===== src/rtl/multicycle_control.sv =====
// multicycle_control
//   Main sequencing FSM for the multicycle RV32I datapath. It steps each
//   instruction through fetch, decode, execute, memory and writeback. It drives
//   the datapath mux selects, the write strobes and ALUOp for the ALU control
//   decoder, and it counts retired instructions.
//
// Ports
//   clk_i          system clock, rising edge
//   rst_ni         asynchronous active-low reset
//   opcode_i       instr[6:0] from the instruction register (valid from DECODE)
//   mem_ready_i    memory accepted the write or returned read data this cycle
//   alu_op_o       00 add, 01 subtract (branch compare), 10 decode funct3/funct7
//   alu_src_a_o    00 PC, 01 old PC, 10 rs1
//   alu_src_b_o    00 rs2, 01 immediate, 10 constant 4
//   result_src_o   00 ALUOut, 01 memory data register, 10 ALU result
//   adr_src_o      memory address: 0 PC, 1 result bus
//   mem_read_o / mem_write_o               memory request strobes
//   ir_write_o / pc_write_o / reg_write_o  register write enables
//   branch_o       the datapath ANDs this with the ALU zero flag
//   illegal_o      one-cycle pulse in DECODE on an unsupported opcode
//   state_o        current state, for debug
//   instret_o      retired-instruction counter, wraps modulo 2^CNT_W
//
// state  | code | meaning
// FETCH  | 0    | read instruction at PC, PC += 4 on mem_ready
// DECODE | 1    | read registers, compute branch target, dispatch on opcode
// MEMADR | 2    | rs1 + imm address for lw/sw
// MEMRD  | 3    | load request, wait for mem_ready
// MEMWB  | 4    | write load data to rd
// MEMWR  | 5    | store request, wait for mem_ready
// EXECR  | 6    | R-type ALU operation
// EXECI  | 7    | I-type ALU operation (add)
// ALUWB  | 8    | write ALU result to rd
// BEQ    | 9    | compare rs1/rs2, conditional PC write
module multicycle_control #(
    parameter int CNT_W = 32
) (
    input  logic             clk_i,
    input  logic             rst_ni,
    input  logic [6:0]       opcode_i,
    input  logic             mem_ready_i,
    output logic [1:0]       alu_op_o,
    output logic [1:0]       alu_src_a_o,
    output logic [1:0]       alu_src_b_o,
    output logic [1:0]       result_src_o,
    output logic             adr_src_o,
    output logic             mem_read_o,
    output logic             mem_write_o,
    output logic             ir_write_o,
    output logic             pc_write_o,
    output logic             reg_write_o,
    output logic             branch_o,
    output logic             illegal_o,
    output logic [3:0]       state_o,
    output logic [CNT_W-1:0] instret_o
);

    localparam logic [6:0] OP_LW  = 7'b0000011;
    localparam logic [6:0] OP_SW  = 7'b0100011;
    localparam logic [6:0] OP_R   = 7'b0110011;
    localparam logic [6:0] OP_I   = 7'b0010011;
    localparam logic [6:0] OP_BEQ = 7'b1100011;

    typedef enum logic [3:0] {
        S_FETCH  = 4'd0,
        S_DECODE = 4'd1,
        S_MEMADR = 4'd2,
        S_MEMRD  = 4'd3,
        S_MEMWB  = 4'd4,
        S_MEMWR  = 4'd5,
        S_EXECR  = 4'd6,
        S_EXECI  = 4'd7,
        S_ALUWB  = 4'd8,
        S_BEQ    = 4'd9
    } state_e;

    state_e           state_q, state_d;
    logic [CNT_W-1:0] instret_q, instret_d;
    logic             retire;

    logic [1:0] alu_op_c, alu_src_a_c, alu_src_b_c, result_src_c;
    logic       adr_src_c, mem_read_c, mem_write_c, ir_write_c, pc_write_c;
    logic       reg_write_c, branch_c, illegal_c;

    always_ff @(posedge clk_i or negedge rst_ni) begin
        if (!rst_ni) begin
            state_q   <= S_FETCH;
            instret_q <= '0;
        end else begin
            state_q   <= state_d;
            instret_q <= instret_d;
        end
    end

    always_comb begin
        state_d      = S_FETCH;
        retire       = 1'b0;
        alu_op_c     = 2'b00;
        alu_src_a_c  = 2'b00;
        alu_src_b_c  = 2'b00;
        result_src_c = 2'b00;
        adr_src_c    = 1'b0;
        mem_read_c   = 1'b0;
        mem_write_c  = 1'b0;
        ir_write_c   = 1'b0;
        pc_write_c   = 1'b0;
        reg_write_c  = 1'b0;
        branch_c     = 1'b0;
        illegal_c    = 1'b0;

        case (state_q)
            S_FETCH: begin
                mem_read_c   = 1'b1;
                alu_src_b_c  = 2'b10;
                result_src_c = 2'b10;
                ir_write_c   = mem_ready_i;
                pc_write_c   = mem_ready_i;
                state_d      = mem_ready_i ? S_DECODE : S_FETCH;
            end
            S_DECODE: begin
                alu_src_a_c = 2'b01;
                alu_src_b_c = 2'b01;
                case (opcode_i)
                    OP_LW, OP_SW: state_d = S_MEMADR;
                    OP_R:         state_d = S_EXECR;
                    OP_I:         state_d = S_EXECI;
                    OP_BEQ:       state_d = S_BEQ;
                    default: begin
                        state_d   = S_FETCH;
                        illegal_c = 1'b1;
                    end
                endcase
            end
            S_MEMADR: begin
                alu_src_a_c = 2'b10;
                alu_src_b_c = 2'b01;
                state_d     = (opcode_i == OP_LW) ? S_MEMRD : S_MEMWR;
            end
            S_MEMRD: begin
                mem_read_c = 1'b1;
                adr_src_c  = 1'b1;
                state_d    = mem_ready_i ? S_MEMWB : S_MEMRD;
            end
            S_MEMWB: begin
                result_src_c = 2'b01;
                reg_write_c  = 1'b1;
                retire       = 1'b1;
            end
            S_MEMWR: begin
                mem_write_c = 1'b1;
                adr_src_c   = 1'b1;
                retire      = mem_ready_i;
                state_d     = mem_ready_i ? S_FETCH : S_MEMWR;
            end
            S_EXECR: begin
                alu_src_a_c = 2'b10;
                alu_op_c    = 2'b10;
                state_d     = S_ALUWB;
            end
            S_EXECI: begin
                alu_src_a_c = 2'b10;
                alu_src_b_c = 2'b01;
                state_d     = S_ALUWB;
            end
            S_ALUWB: begin
                reg_write_c = 1'b1;
                retire      = 1'b1;
            end
            S_BEQ: begin
                alu_src_a_c = 2'b10;
                alu_op_c    = 2'b01;
                branch_c    = 1'b1;
                retire      = 1'b1;
            end
            default: state_d = S_FETCH;
        endcase
    end

    assign instret_d = instret_q + CNT_W'(retire);

    // The state register already resets asynchronously to FETCH, but FETCH
    // itself drives a read request. Gating with rst_ni makes every strobe and
    // select drop the moment reset asserts, not at the next clock edge.
    assign alu_op_o     = rst_ni ? alu_op_c     : 2'b00;
    assign alu_src_a_o  = rst_ni ? alu_src_a_c  : 2'b00;
    assign alu_src_b_o  = rst_ni ? alu_src_b_c  : 2'b00;
    assign result_src_o = rst_ni ? result_src_c : 2'b00;
    assign adr_src_o    = rst_ni & adr_src_c;
    assign mem_read_o   = rst_ni & mem_read_c;
    assign mem_write_o  = rst_ni & mem_write_c;
    assign ir_write_o   = rst_ni & ir_write_c;
    assign pc_write_o   = rst_ni & pc_write_c;
    assign reg_write_o  = rst_ni & reg_write_c;
    assign branch_o     = rst_ni & branch_c;
    assign illegal_o    = rst_ni & illegal_c;

    assign state_o   = state_q;
    assign instret_o = instret_q;

endmodule


===== config.mk =====
export PLATFORM = sky130hd
export DESIGN_NAME = multicycle_control
export DESIGN_NICKNAME = d
export VERILOG_FILES = /design/src/rtl/multicycle_control.sv
export SDC_FILE = /design/constraint.sdc
export NUM_CORES = 1
export LEC_CHECK = 0
export CAP_MARGIN = 10
export CORE_MARGIN = 10
export CORE_UTILIZATION = 59
export CTS_BUF_LIST = sky130_fd_sc_hd__clkbuf_8
export CTS_CLUSTER_DIAMETER = 50
export DETAILED_ROUTE_END_ITERATION = 12
export DONT_BUFFER_PORTS = 1
export PLACE_DENSITY = 0.79
export SYNTH_ARGS = -nofsm -noshare
export SYNTH_HDL_FRONTEND = slang
export SYNTH_SLANG_ARGS = --single-unit
export TNS_END_PERCENT = 30

===== constraint.sdc =====
create_clock -name clk_i -period 2.4 [get_ports clk_i]
set_input_delay 0.6 -clock clk_i [delete_from_list [all_inputs] [get_ports clk_i]]
set_output_delay 0.6 -clock clk_i [all_outputs]
set_load 0.02 [all_outputs]

After elaboration in Yosys (flattened, before gate mapping)
Cells that the tools add are included.
{"block": "classes", "muxes": 23, "n_addsub": 1, "bitwise_logic": 7, "n_eq_ne": 14, "n_reduce_logical": 10}
{"cell": "$add 32x1->32", "count": 1}
{"cell": "$pmux 4 s6", "count": 1}
{"cell": "$eq 4x3->1 const B", "count": 4}
{"cell": "$pmux 2 s2", "count": 4}
{"cell": "$pmux 4 s4", "count": 1}
{"cell": "$eq 7x6->1 const B", "count": 2}
{"cell": "$reduce_or 2->1", "count": 5}
{"cell": "$mux 1", "count": 9}
{"cell": "$mux 3", "count": 3}
{"cell": "$eq 4x2->1 const B", "count": 2}
{"cell": "$eq 4x4->1 const B", "count": 2}
{"cell": "$mux 2", "count": 4}
{"cell": "$and 1x1->1", "count": 7}
{"cell": "$eq 7x2->1 const B", "count": 1}
{"cell": "$eq 7x5->1 const B", "count": 1}
{"cell": "$eq 7x7->1 const B", "count": 1}
{"cell": "$reduce_or 3->1", "count": 2}
{"cell": "$reduce_or 5->1", "count": 1}
{"cell": "$eq 4x1->1 const B", "count": 1}
{"cell": "$logic_not 4->1", "count": 1}
{"cell": "$reduce_or 4->1", "count": 1}
{"cell": "$pmux 1 s2", "count": 1}
{"block": "word_totals", "register_bits": 36, "word_cells": 57, "out_inout_bits": 52}

Longest topological paths before layout
Gate-level depths: netlist of the first run.
{"block": "logic_depth", "word_depth": 5, "depth_mapped": 11, "depth_no_buf": 10}

Least setup slack after synthesis of the first run
OpenSTA, ideal clock, no wires.
{"block": "synth_timing", "path_kind": "reg2out", "from": "register state_q[0], in the netlist state_o[0]", "to": "output port illegal_o", "path_buffers": 1, "path_slack_ns": -0.098, "stages_incl_launch_ff": 5, "arrival_time_ns": 1.898, "path_cell_list": "dfrtp_1 > buf_2 > nand2b_1 > nor3_1 > a21boi_0"}
{"block": "synth_via", "elab_chain_len": 3}
{"item": "start, declared", "line": "77", "rtl": "state_e state_q, state_d;"}
{"item": "start signal, assigned", "line": "90", "rtl": "state_q <= state_d;"}
{"item": "$eq 4x1->1", "line": "111", "rtl": "case (state_q)"}
{"item": "$mux 1", "line": "111"}
{"item": "$and 1x1->1", "line": "195", "rtl": "assign illegal_o = rst_ni & illegal_c;"}
{"item": "end, declared", "line": "53", "rtl": "output logic illegal_o,"}
No other way between the ends.

Final worst setup path of the first run
{"block": "layout_timing", "from": "register state_q[3], in the netlist state_o[3]", "to": "output port result_src_o[0]"}
{"block": "layout_via", "elab_chain_len": 3, "word_cells_on_any_way": 4, "cone_classes": "eq/ne (1); mux (2); reduce/logical (1)"}
{"item": "$eq 4x3->1 / $logic_not 4->1 (equally long branches)", "line": "111"}
{"item": "$pmux 2 s2 *", "line": "111"}
{"item": "$mux 2 *", "line": "187", "rtl": "assign result_src_o = rst_ni ? result_src_c : 2'b00;"}
{"item": "end, declared", "line": "45", "rtl": "output logic [1:0] result_src_o,"}
Every way passes the cells marked *; elsewhere a longest branch is shown, timed or not.

==> results.sh, run 1 <==
export IMPL_cpMostUsedCell="buf_4"
export IMPL_dp_hpwl_um=3550
export IMPL_p_per_area_nw_per_um2=585
export IMPL_gr_usage_all_layers_pct=15.4
export IMPL_synth_nets=206
export IMPL_grt_pass1_wl_um=7650
export IMPL_syn_inst=193
export IMPL_grt_max_degree=37
export IMPL_viasPerCell=5.96
export IMPL_cp_arrival_ns=1.78
export IMPL_path_cells="buf_4, nand2b_2, or2_2, nor3_1, buf_4"
export IMPL_drt_iter0_drc=129
export IMPL_die_width_um=77.6
export IMPL_root_buffer="clkbuf_8"
export IMPL_critPathMaxFanout=6
export IMPL_synth_commonest_cells="36 x dfrtp_1, 17 x xnor2_1, 16 x nand2_1, 16 x nor2_1, 15 x xor2_1"
export IMPL_timing_final_crit_share_pct=99.0
export IMPL_slew_headroom_pct=68.8
export IMPL_postSynthAreaPerCell_um2=10.2
export IMPL_wl_per_cell_um=18.4
export IMPL_synth_edf_count=0
export IMPL_core_um2=3130
export IMPL_synth_area_leader_cell="dfrtp_1"
export IMPL_routed_wl_um=4710
export IMPL_dieArea_um2=6030
export IMPL_synth_top_area_share_pct=46.0
export IMPL_outcome="finished clean"
export IMPL_r2r_start="state_o[2]$_DFF_PN0_"
export IMPL_rsz0062_at_grt="true"
export IMPL_slew_violations=0
export IMPL_syn_area_um2=1960
export IMPL_fmax_mhz=421
export IMPL_ys_warn_count=0
export IMPL_synth_top_flop_cell="dfrtp_1"
export IMPL_path_clk_slew_ns=0.08
export IMPL_synth_area_top_cells="dfrtp_1 46%, xnor2_1 7.6%, xor2_1 6.7%, nand2_1 3.1%, nor2_1 3.1%"
export IMPL_critPathLaunchType="register"
export IMPL_ys_seq_elements=36
export IMPL_crit_buf_inv=2
export IMPL_critical_path_max_stage_delay_ns=0.41
export IMPL_cp_required_ns=1.80
export IMPL_cts_tree="yes"
export IMPL_setup_worst_path_end="result_src_o[0]"
export IMPL_syn_to_final_growth_pct=14.6
export IMPL_drc_errors=0
export IMPL_synth_seq_area_share_pct=46.0
export IMPL_cpMaxStageDelayCell="dfrtp_1"
export IMPL_drive_above_1_share_pct=18.4
export IMPL_cts_sinks=36
export IMPL_async_flop_share_pct=100
export IMPL_num_antenna_cells=0
export IMPL_multiInputGateArea_um2=1020
export IMPL_place_congestion=0.829
export IMPL_critPathTopFamily="simple AND/OR/NAND/NOR gates"
export IMPL_fin_cells=256
export IMPL_max_vdd_ir_drop_mv=0.303
export IMPL_fill_cells=222
export IMPL_setup_viol=0
export IMPL_clockBufferDepth=2
export IMPL_port_buffers=0
export IMPL_crit_path_end_kind="output port"
export IMPL_reg2reg_slack_ns=0.10
export IMPL_startpoint="state_o[3]$_DFF_PN0_"
export IMPL_p_leak_uw=0.00109
export IMPL_die_y_um=77.6
export IMPL_start_util_pct=62.6
export IMPL_antenna_found_initial=0
export IMPL_timing_rr_end="instret_o[12]$_DFF_PN0_"
export IMPL_grt_overflow=0
export IMPL_yosysMostFrequentCell="dfrtp_1"
export IMPL_first_pass_iters=4
export IMPL_numCtsBuffers=5
export IMPL_finalSetupTns_ns=0
export IMPL_hp_class="input port to asynchronous set/reset pin"
export IMPL_worstMarginPinSlew_ns=0.462
export IMPL_final_seq_area_um2=901
export IMPL_clock_latency_ns=0.29
export IMPL_row_count=20
export IMPL_period_needed_ns=2.38
export IMPL_criticalPathCategory="register to output port"
export IMPL_fin_nets=224
export IMPL_hold_viol_final=0
export IMPL_whs_ns=0.138
export IMPL_crit_cells=5
export IMPL_htree_levels=2
export IMPL_skew_ns=0.00885
export IMPL_r2r_cells=12
export IMPL_io_pins=62
export IMPL_final_antenna_net_count=0
export IMPL_grt_pass1_vias=1603
export IMPL_place_inst=245
export IMPL_synth_cell_types=37
export IMPL_num_vias=1527
export IMPL_max_cap_violations=0
## per-layer routing
| metal | GRT usage, % | part of all wire (%) | vias to the layer above |
|---|---|---|---|
| li1 | - | - | 712 |
| met1 | 14.4 | 36 | 747 |
| met2 | 27.3 | 52 | 61 |
| met3 | 8.53 | 11 | 7 |
| met4 | 6.02 | 1.2 | 0 |
| met5 | 0 | 0 | - |
## what timing repair did
item	4_1_cts	5_1_grt
endpoints found under the hold margin	36	0
hold buffers	1	0
endpoints found under the setup margin	0	10
gates resized for setup	0	4
setup buffers	0	2
## stage by stage
stage	power [µW]	setup WS, ns	instance area, µm²	util (%)
2_1_floorplan	754	-0.0207	1960	-
6_report	1310	0.0239	2240	71.8
3_5_place_dp	789	0.0296	2090	66.8
5_1_grt	1360	-0.0461	2240	71.8
4_1_cts	1320	0.0123	2220	71.0
3_3_place_gp	783	0.113	2090	66.8
## worst register-to-register path, stage by stage, from the launching register on
cell	delay, ns
dfrtp_1	0.42
inv_1	0.09
nor2_2	0.14
a21oi_1	0.08
nor2_1	0.13
ha_1	0.17
ha_1	0.16
nand4_1	0.21
buf_4	0.21
nor3_1	0.16
buf_4	0.16
nand3_1	0.09
xnor2_1	0.16
## area by class of cell
cell class | instances | area share (%)
clock buffers | 5 | 3.07
flip-flops and latches | 36 | 40.1
inverters | 3 | 0.502
well taps | 44 | 2.45
clock inverters | 3 | 1.90
repair buffers | 18 | 6.58
multi-input cells | 147 | 45.4
## registers in the layout, indices dropped and copies added (netlist names)
| register | flops |
|---|---|
| state_o | 4 |
| instret_o | 32 |
## cells by family (layout without fill, tap and decap cells)
group / Yosys count / in the layout / synth area share, %
AO/OA/AOI/OAI: 15 / 15 / 4.98
flip-flops: 36 / 36 / 46.0
buffers and inverters: 10 / 29 / 2.55
adder cells (fa/ha/maj): 3 / 3 / 1.92
XOR/XNOR: 32 / 32 / 14.3
AND/OR/NAND/NOR: 97 / 97 / 30.3
## how the worst min path moves through the flow
stage	startpoint	endpoint	slack, ns	cells past startpoint
after detailed placement	rst_ni	instret_o[13]$_DFF_PN0_	0.31	0
after global placement	rst_ni	instret_o[11]$_DFF_PN0_	0.31	0
final	rst_ni	instret_o[31]$_DFF_PN0_	0.14	1
after floorplan	rst_ni	instret_o[0]$_DFF_PN0_	0.30	0
after global routing	rst_ni	instret_o[31]$_DFF_PN0_	0.14	1
after CTS	rst_ni	instret_o[31]$_DFF_PN0_	0.14	1
## cells in the final DEF (no fill, tap or decap), drive strengths merged, types with 2 or more instances in the layout
cell	instances
a21boi	2
a21oi	5
and2	3
and3	9
and4	3
buf	18
clkbuf	5
dfrtp	36
ha	3
inv	3
nand2	16
nand2b	4
nand3	10
nand4	8
nand4b	2
nor2	16
nor2b	6
nor3	8
nor4	8
o22ai	2
or2	2
xnor2	17
xor2	15
## power by group
group / switching, µW / leakage [µW] / internal [µW] / total (µW)
Combinational: 61.8 / 0.000539 / 37.1 / 98.9
Sequential: 60.8 / 0.000497 / 630 / 691
Clock: 217 / 0.0000541 / 307 / 524
Total: 340 / 0.00109 / 974 / 1310
(Power assumes the default switching activity.)
==> run 2: changes to the inputs <==
CORE_UTILIZATION = 70   (was 59)
PLACE_DENSITY = 0.87   (was 0.79)
SETUP_SLACK_MARGIN = 0.02   (was unset)
clock period = 2.75 ns   (was 2.4 ns; I/O delays follow)
==> run 2 against run 1 <==
  * Register-to-register slack gained 0.09 ns
  * Critical path depth grew 5
  * Worst hold slack lost 0.053 ns
  * Global-route usage grew 2.1 points
  * Design area shrank 4.7%
  * Flip-flop and latch count is the same
  * Routed wire length shrank 1.5%
  * Core utilization grew 7.1 points
  * Clock skew grew 0.0026 ns
  * Critical path type is now register to register
  * Largest power group unchanged
  * Highest routed layer unchanged
==> results.sh, run 2 (same netlist as run 1, synthesis figures left out) <==
export IMPL_clock_latency_ns=0.29
export IMPL_htree_levels=2
export IMPL_setup_viol=0
export IMPL_port_buffers=0
export IMPL_critical_path_max_stage_delay_ns=0.49
export IMPL_start_util_pct=72.3
export IMPL_period_needed_ns=2.56
export IMPL_path_clk_slew_ns=0.07
export IMPL_num_antenna_cells=0
export IMPL_multiInputGateArea_um2=1020
export IMPL_core_um2=2710
export IMPL_grt_max_degree=43
export IMPL_crit_path_end_kind="register"
export IMPL_p_leak_uw=0.00104
export IMPL_max_cap_violations=0
export IMPL_cts_tree="yes"
export IMPL_reg2reg_slack_ns=0.19
export IMPL_cp_arrival_ns=2.73
export IMPL_grt_pass1_wl_um=7330
export IMPL_finalSetupTns_ns=0
export IMPL_cts_sinks=36
export IMPL_io_pins=62
export IMPL_place_inst=227
export IMPL_fmax_mhz=390
export IMPL_antenna_found_initial=0
export IMPL_critPathLaunchType="register"
export IMPL_path_cells="inv_1, nor2_1, a21oi_1, nor2_1, ha_1, ha_2, nand4_1, nor4_4, nand4_1, xnor2_1"
export IMPL_dieArea_um2=5320
export IMPL_fin_cells=235
export IMPL_cp_required_ns=2.92
export IMPL_final_antenna_net_count=0
export IMPL_root_buffer="clkbuf_8"
export IMPL_max_vdd_ir_drop_mv=0.454
export IMPL_clockBufferDepth=2
export IMPL_dp_hpwl_um=3400
export IMPL_hold_viol_final=0
export IMPL_final_common_cell="dfrtp_1"
export IMPL_fill_cells=170
export IMPL_slew_headroom_pct=68.4
export IMPL_viasPerCell=6.54
export IMPL_ctsResizeCount=0
export IMPL_gr_usage_all_layers_pct=17.4
export IMPL_swShare_pct=26.0
export IMPL_seq_power_share_pct=57.5
export IMPL_pwr_share_comb_pct=6.2
export IMPL_grt_overflow=0
export IMPL_worstMarginPinSlew_ns=0.471
export IMPL_routed_wl_um=4640
export IMPL_die_width_um=72.9
export IMPL_mostFrequentLayoutCells="36 x dfrtp_1, 17 x xnor2_1, 16 x nor2_1, 16 x nand2_1, 15 x xor2_1"
export IMPL_largest_register_ffs=32
export IMPL_slew_violations=0
export IMPL_hp_class="input port to asynchronous set/reset pin"
export IMPL_timing_final_crit_share_pct=93.2
export IMPL_post_cts_buffers=0
export IMPL_drc_errors=0
export IMPL_numCtsBuffers=5
export IMPL_cpMaxStageDelayCell="nor4_4"
export IMPL_skew_ns=0.0115
export IMPL_drt_iter0_drc=144
export IMPL_hold_buffers=0
export IMPL_intPower_uw=777
export IMPL_critPathMaxFanout=7
export IMPL_power_share_clock_pct=36.2
export IMPL_fin_nets=216
export IMPL_num_vias=1536
export IMPL_row_count=19
export IMPL_rsz0062_at_grt="false"
export IMPL_final_seq_area_um2=901
export IMPL_place_congestion=0.842
export IMPL_criticalPathCategory="register to register"
export IMPL_syn_to_final_growth_pct=9.13
export IMPL_first_pass_iters=4
export IMPL_drive_above_1_share_pct=14.2
export IMPL_p_per_area_nw_per_um2=490
export IMPL_wl_per_cell_um=19.7
export IMPL_p_switching_uw=272
export IMPL_grt_pass1_vias=1460
export IMPL_die_y_um=72.9
export IMPL_outcome="finished clean"
==> run 2: cell types whose count changed in the layout (fill, tap and decap cells not counted), sizes merged <==
cell    before  now
clkinv       1    0
inv          3    4
clkbuf       5    6
buf         18   10
bufinv       1    0
==> run 2: cell type report <==
type,instances,share of cell area (%)
Tap cell,31,1.81
Multi-Input combinational cell,147,47.6
Timing Repair Buffer,10,3.51
Sequential cell,36,42.1
Clock buffer,6,3.86
Clock inverter,2,0.527
Inverter,3,0.527
==> run 2: power groups by stage <==
stage / Sequential [µW] / Combinational [µW] / Clock (µW)
5_1_grt: 606 / 71.9 / 408
3_3_place_gp: 613 / 65.4 / 0
4_1_cts: 604 / 65.9 / 389
6_report: 603 / 65.4 / 380
3_5_place_dp: 614 / 66.0 / 0
2_1_floorplan: 605 / 52.4 / 0
==> run 2: metal layers <==
metal | up-vias | wire length [µm] | GRT usage [%]
met5 | - | 0 | 0
met4 | 0 | 139 | 10.3
met3 | 13 | 531 | 7.35
met2 | 77 | 2210 | 26.1
met1 | 742 | 1760 | 20.3
li1 | 704 | - | -
==> run 2: per-stage QoR <==
| stage | util (%) | cell area [µm²] | hold slack, ns | setup slack [ns] | power, µW |
|---|---|---|---|---|---|
| after floorplan | - | 1960 | 0.392 | 0.164 | 657 |
| after global placement | 75.1 | 2030 | 0.393 | 0.278 | 678 |
| after detailed placement | 75.1 | 2030 | 0.393 | 0.0693 | 680 |
| after CTS | 78.5 | 2130 | 0.0775 | 0.129 | 1060 |
| after global routing | 78.9 | 2140 | 0.0684 | 0.00410 | 1090 |
| final | 78.9 | 2140 | 0.0851 | 0.188 | 1050 |
==> run 2: final timing paths <==
| check | from | end | cells past startpoint |
|---|---|---|---|
| hold reg to reg | instret_o[31]$_DFF_PN0_ | instret_o[31]$_DFF_PN0_ | 1 |
| max in group asynchronous | rst_ni | state_o[3]$_DFF_PN0_ | 0 |
| setup reg to reg | state_o[2]$_DFF_PN0_ | instret_o[22]$_DFF_PN0_ | 10 |
| hold / removal | rst_ni | instret_o[24]$_DFF_PN0_ | 0 |
| setup / recovery | state_o[2]$_DFF_PN0_ | instret_o[22]$_DFF_PN0_ | 10 |
| min in group clk_i | opcode_i[4] | state_o[3]$_DFF_PN0_ | 1 |
==> run 2: critical path: cells and delay by family (launching register included) <==
family | cells | cell delay, ns
AOI/OAI and AO/OA | 1 | 0.09
and+or+nand+nor | 5 | 1.21
adders and majority gates | 2 | 0.40
DFF | 1 | 0.44
buffers and inverters | 1 | 0.14
xor gates and xnor gates | 1 | 0.16
==> run 3: changes to the inputs <==
CAP_MARGIN = 0   (was 10)
CORE_UTILIZATION = 30   (was 70)
PLACE_DENSITY = 0.45   (was 0.87)
SLEW_MARGIN = 40   (was unset)
==> run 3 against run 2 <==
  * Sequential power hardly changed
  * Non-clock buffer count is 1 higher
  * Critical endpoint is now pc_write_o
  * Design area is 3.4% higher
  * Flip-flop and latch count stayed put
  * Register-to-register slack better by 0.11 ns
  * Maximum frequency is 1.5% higher
  * Global-route usage is 7.7 points lower
  * Highest routed layer unchanged
  * Power is 8.9% higher
  * Count of clock-buffer cells in the layout is 1 lower
  * Cell count is 20% higher
==> results.sh, run 3 (same netlist as run 1, synthesis figures left out) <==
export IMPL_outcome="finished clean"
export IMPL_mostFrequentLayoutCells="36 x dfrtp_1, 17 x xnor2_1, 16 x nor2_1, 16 x nand2_1, 15 x xor2_1"
export IMPL_ctsResizeCount=0
export IMPL_dp_hpwl_um=3710
export IMPL_critPathLaunchType="register"
export IMPL_place_congestion=0.743
export IMPL_dieArea_um2=10200
export IMPL_viasPerCell=5.17
export IMPL_hold_viol_final=0
export IMPL_crit_buf_inv=1
export IMPL_criticalPathCategory="register to output port"
export IMPL_drc_errors=0
export IMPL_rsz0062_at_grt="false"
export IMPL_final_common_cell="dfrtp_1"
export IMPL_max_vdd_ir_drop_mv=0.261
export IMPL_intPower_uw=845
export IMPL_numCtsBuffers=5
export IMPL_drt_iter0_drc=47
export IMPL_root_buffer="clkbuf_8"
export IMPL_cts_sinks=36
export IMPL_row_count=29
export IMPL_p_leak_uw=0.00105
export IMPL_slew_violations=0
export IMPL_routed_wl_um=4880
export IMPL_post_cts_buffers=0
export IMPL_drive_above_1_share_pct=13.7
export IMPL_cp_required_ns=2.06
export IMPL_grt_pass1_wl_um=7960
export IMPL_period_needed_ns=2.53
export IMPL_num_antenna_cells=0
export IMPL_cts_tree="yes"
export IMPL_slew_headroom_pct=70.0
export IMPL_critical_path_max_stage_delay_ns=0.45
export IMPL_cp_arrival_ns=1.84
export IMPL_power_share_clock_pct=41.2
export IMPL_max_cap_violations=0
export IMPL_crit_path_end_kind="output port"
export IMPL_p_switching_uw=296
export IMPL_timing_final_crit_share_pct=91.8
export IMPL_io_pins=62
export IMPL_final_antenna_net_count=0
export IMPL_swShare_pct=26.0
export IMPL_path_clk_slew_ns=0.08
export IMPL_core_um2=6350
export IMPL_die_y_um=101
export IMPL_syn_to_final_growth_pct=12.8
export IMPL_die_width_um=101
export IMPL_gr_usage_all_layers_pct=9.73
export IMPL_hp_class="input port to asynchronous set/reset pin"
export IMPL_p_total_uw=1140
export IMPL_critPathMaxFanout=7
export IMPL_worstMarginPinSlew_ns=0.449
export IMPL_fmax_mhz=396
export IMPL_pwr_share_comb_pct=6.1
export IMPL_setup_viol=0
export IMPL_path_cells="buf_4, nor2_1, and3_1, and2_1"
export IMPL_p_per_area_nw_per_um2=516
export IMPL_cpMaxStageDelayCell="and2_1"
export IMPL_whs_ns=0.0819
export IMPL_skew_ns=0.00725
export IMPL_grt_overflow=0
export IMPL_fin_cells=282
export IMPL_finalSetupTns_ns=0
export IMPL_first_pass_iters=4
export IMPL_clockBufferDepth=2
export IMPL_largest_register_ffs=32
export IMPL_wl_per_cell_um=17.3
export IMPL_num_vias=1457
export IMPL_seq_power_share_pct=52.7
export IMPL_start_util_pct=30.9
export IMPL_grt_pass1_vias=1486
export IMPL_clock_latency_ns=0.29
export IMPL_critPathTopFamily="simple AND/OR/NAND/NOR gates"
export IMPL_place_inst=274
export IMPL_htree_levels=2
export IMPL_hold_buffers=0
export IMPL_port_buffers=0
export IMPL_fin_nets=217
export IMPL_grt_max_degree=43
export IMPL_antenna_found_initial=0
==> run 3: cell count changes in the layout (fill, tap and decap cells not counted), sizes merged <==
cell	change
buf	+1
clkbuf	-1
inv	-1
clkinv	+1
bufinv	+1
==> run 3: final cells by class <==
class                   instances  area [µm²]
clock buffers                   5        68.8
clock inverters                 3        42.5
fillers                       652        4140
inverters                       3        11.3
multi-input cells             147        1010
flip-flops and latches         36         901
well taps                      77        96.3
repair buffers                 11        82.6
==> run 3: layer usage <==
metal  vias up  wire length [µm]  part of all wire [%]  track usage, %
met5         -                 0                     0               0
met4         0                78                   1.6            3.91
met3         6               529                    11            4.25
met2        58              2310                    47            15.7
met1       701              1950                    40            11.0
li1        692                 -                     -               -
==> run 3: metrics by stage <==
stage               utilization (%)  cell area [µm²]  worst slack, ns
finish                         34.8             2210            0.225
global route                   34.8             2210           0.0567
CTS                            34.8             2210            0.182
detailed placement             33.1             2100            0.178
global placement               33.1             2100            0.219
floorplan                         -             1960            0.164
==> run 3: worst reg2reg max path, cell delays in order, from the launching register on <==
cell and delay (ns):
dfrtp_1 0.41, inv_1 0.13, nor2_1 0.16, a21oi_1 0.09, nor2_1 0.15, ha_1 0.17, ha_1 0.22, nand4_1 0.23
nor4_4 0.45, nand4_1 0.17, xnor2_1 0.15
==> run 3: path summary, 6_finish.rpt <==
path	from	to	slack, ns	depth (start not counted)
min in group clk_i	opcode_i[4]	state_o[3]$_DFF_PN0_	0.49	1
hold reg to reg	instret_o[31]$_DFF_PN0_	instret_o[31]$_DFF_PN0_	0.61	1
hold / removal	rst_ni	instret_o[11]$_DFF_PN0_	0.08	0
setup / recovery	state_o[2]$_DFF_PN0_	pc_write_o	0.22	4
max in group asynchronous	rst_ni	instret_o[18]$_DFF_PN0_	2.58	0
setup reg to reg	state_o[2]$_DFF_PN0_	instret_o[22]$_DFF_PN0_	0.30	10
==> run 3: power by group through the flow <==
stage	Clock (µW)	Sequential, µW	Combinational [µW]
3_5_place_dp	0	615	71.5
6_report	470	601	70.2
4_1_cts	487	604	72.7
2_1_floorplan	0	605	52.4
3_3_place_gp	0	614	72.1
5_1_grt	510	607	80.8
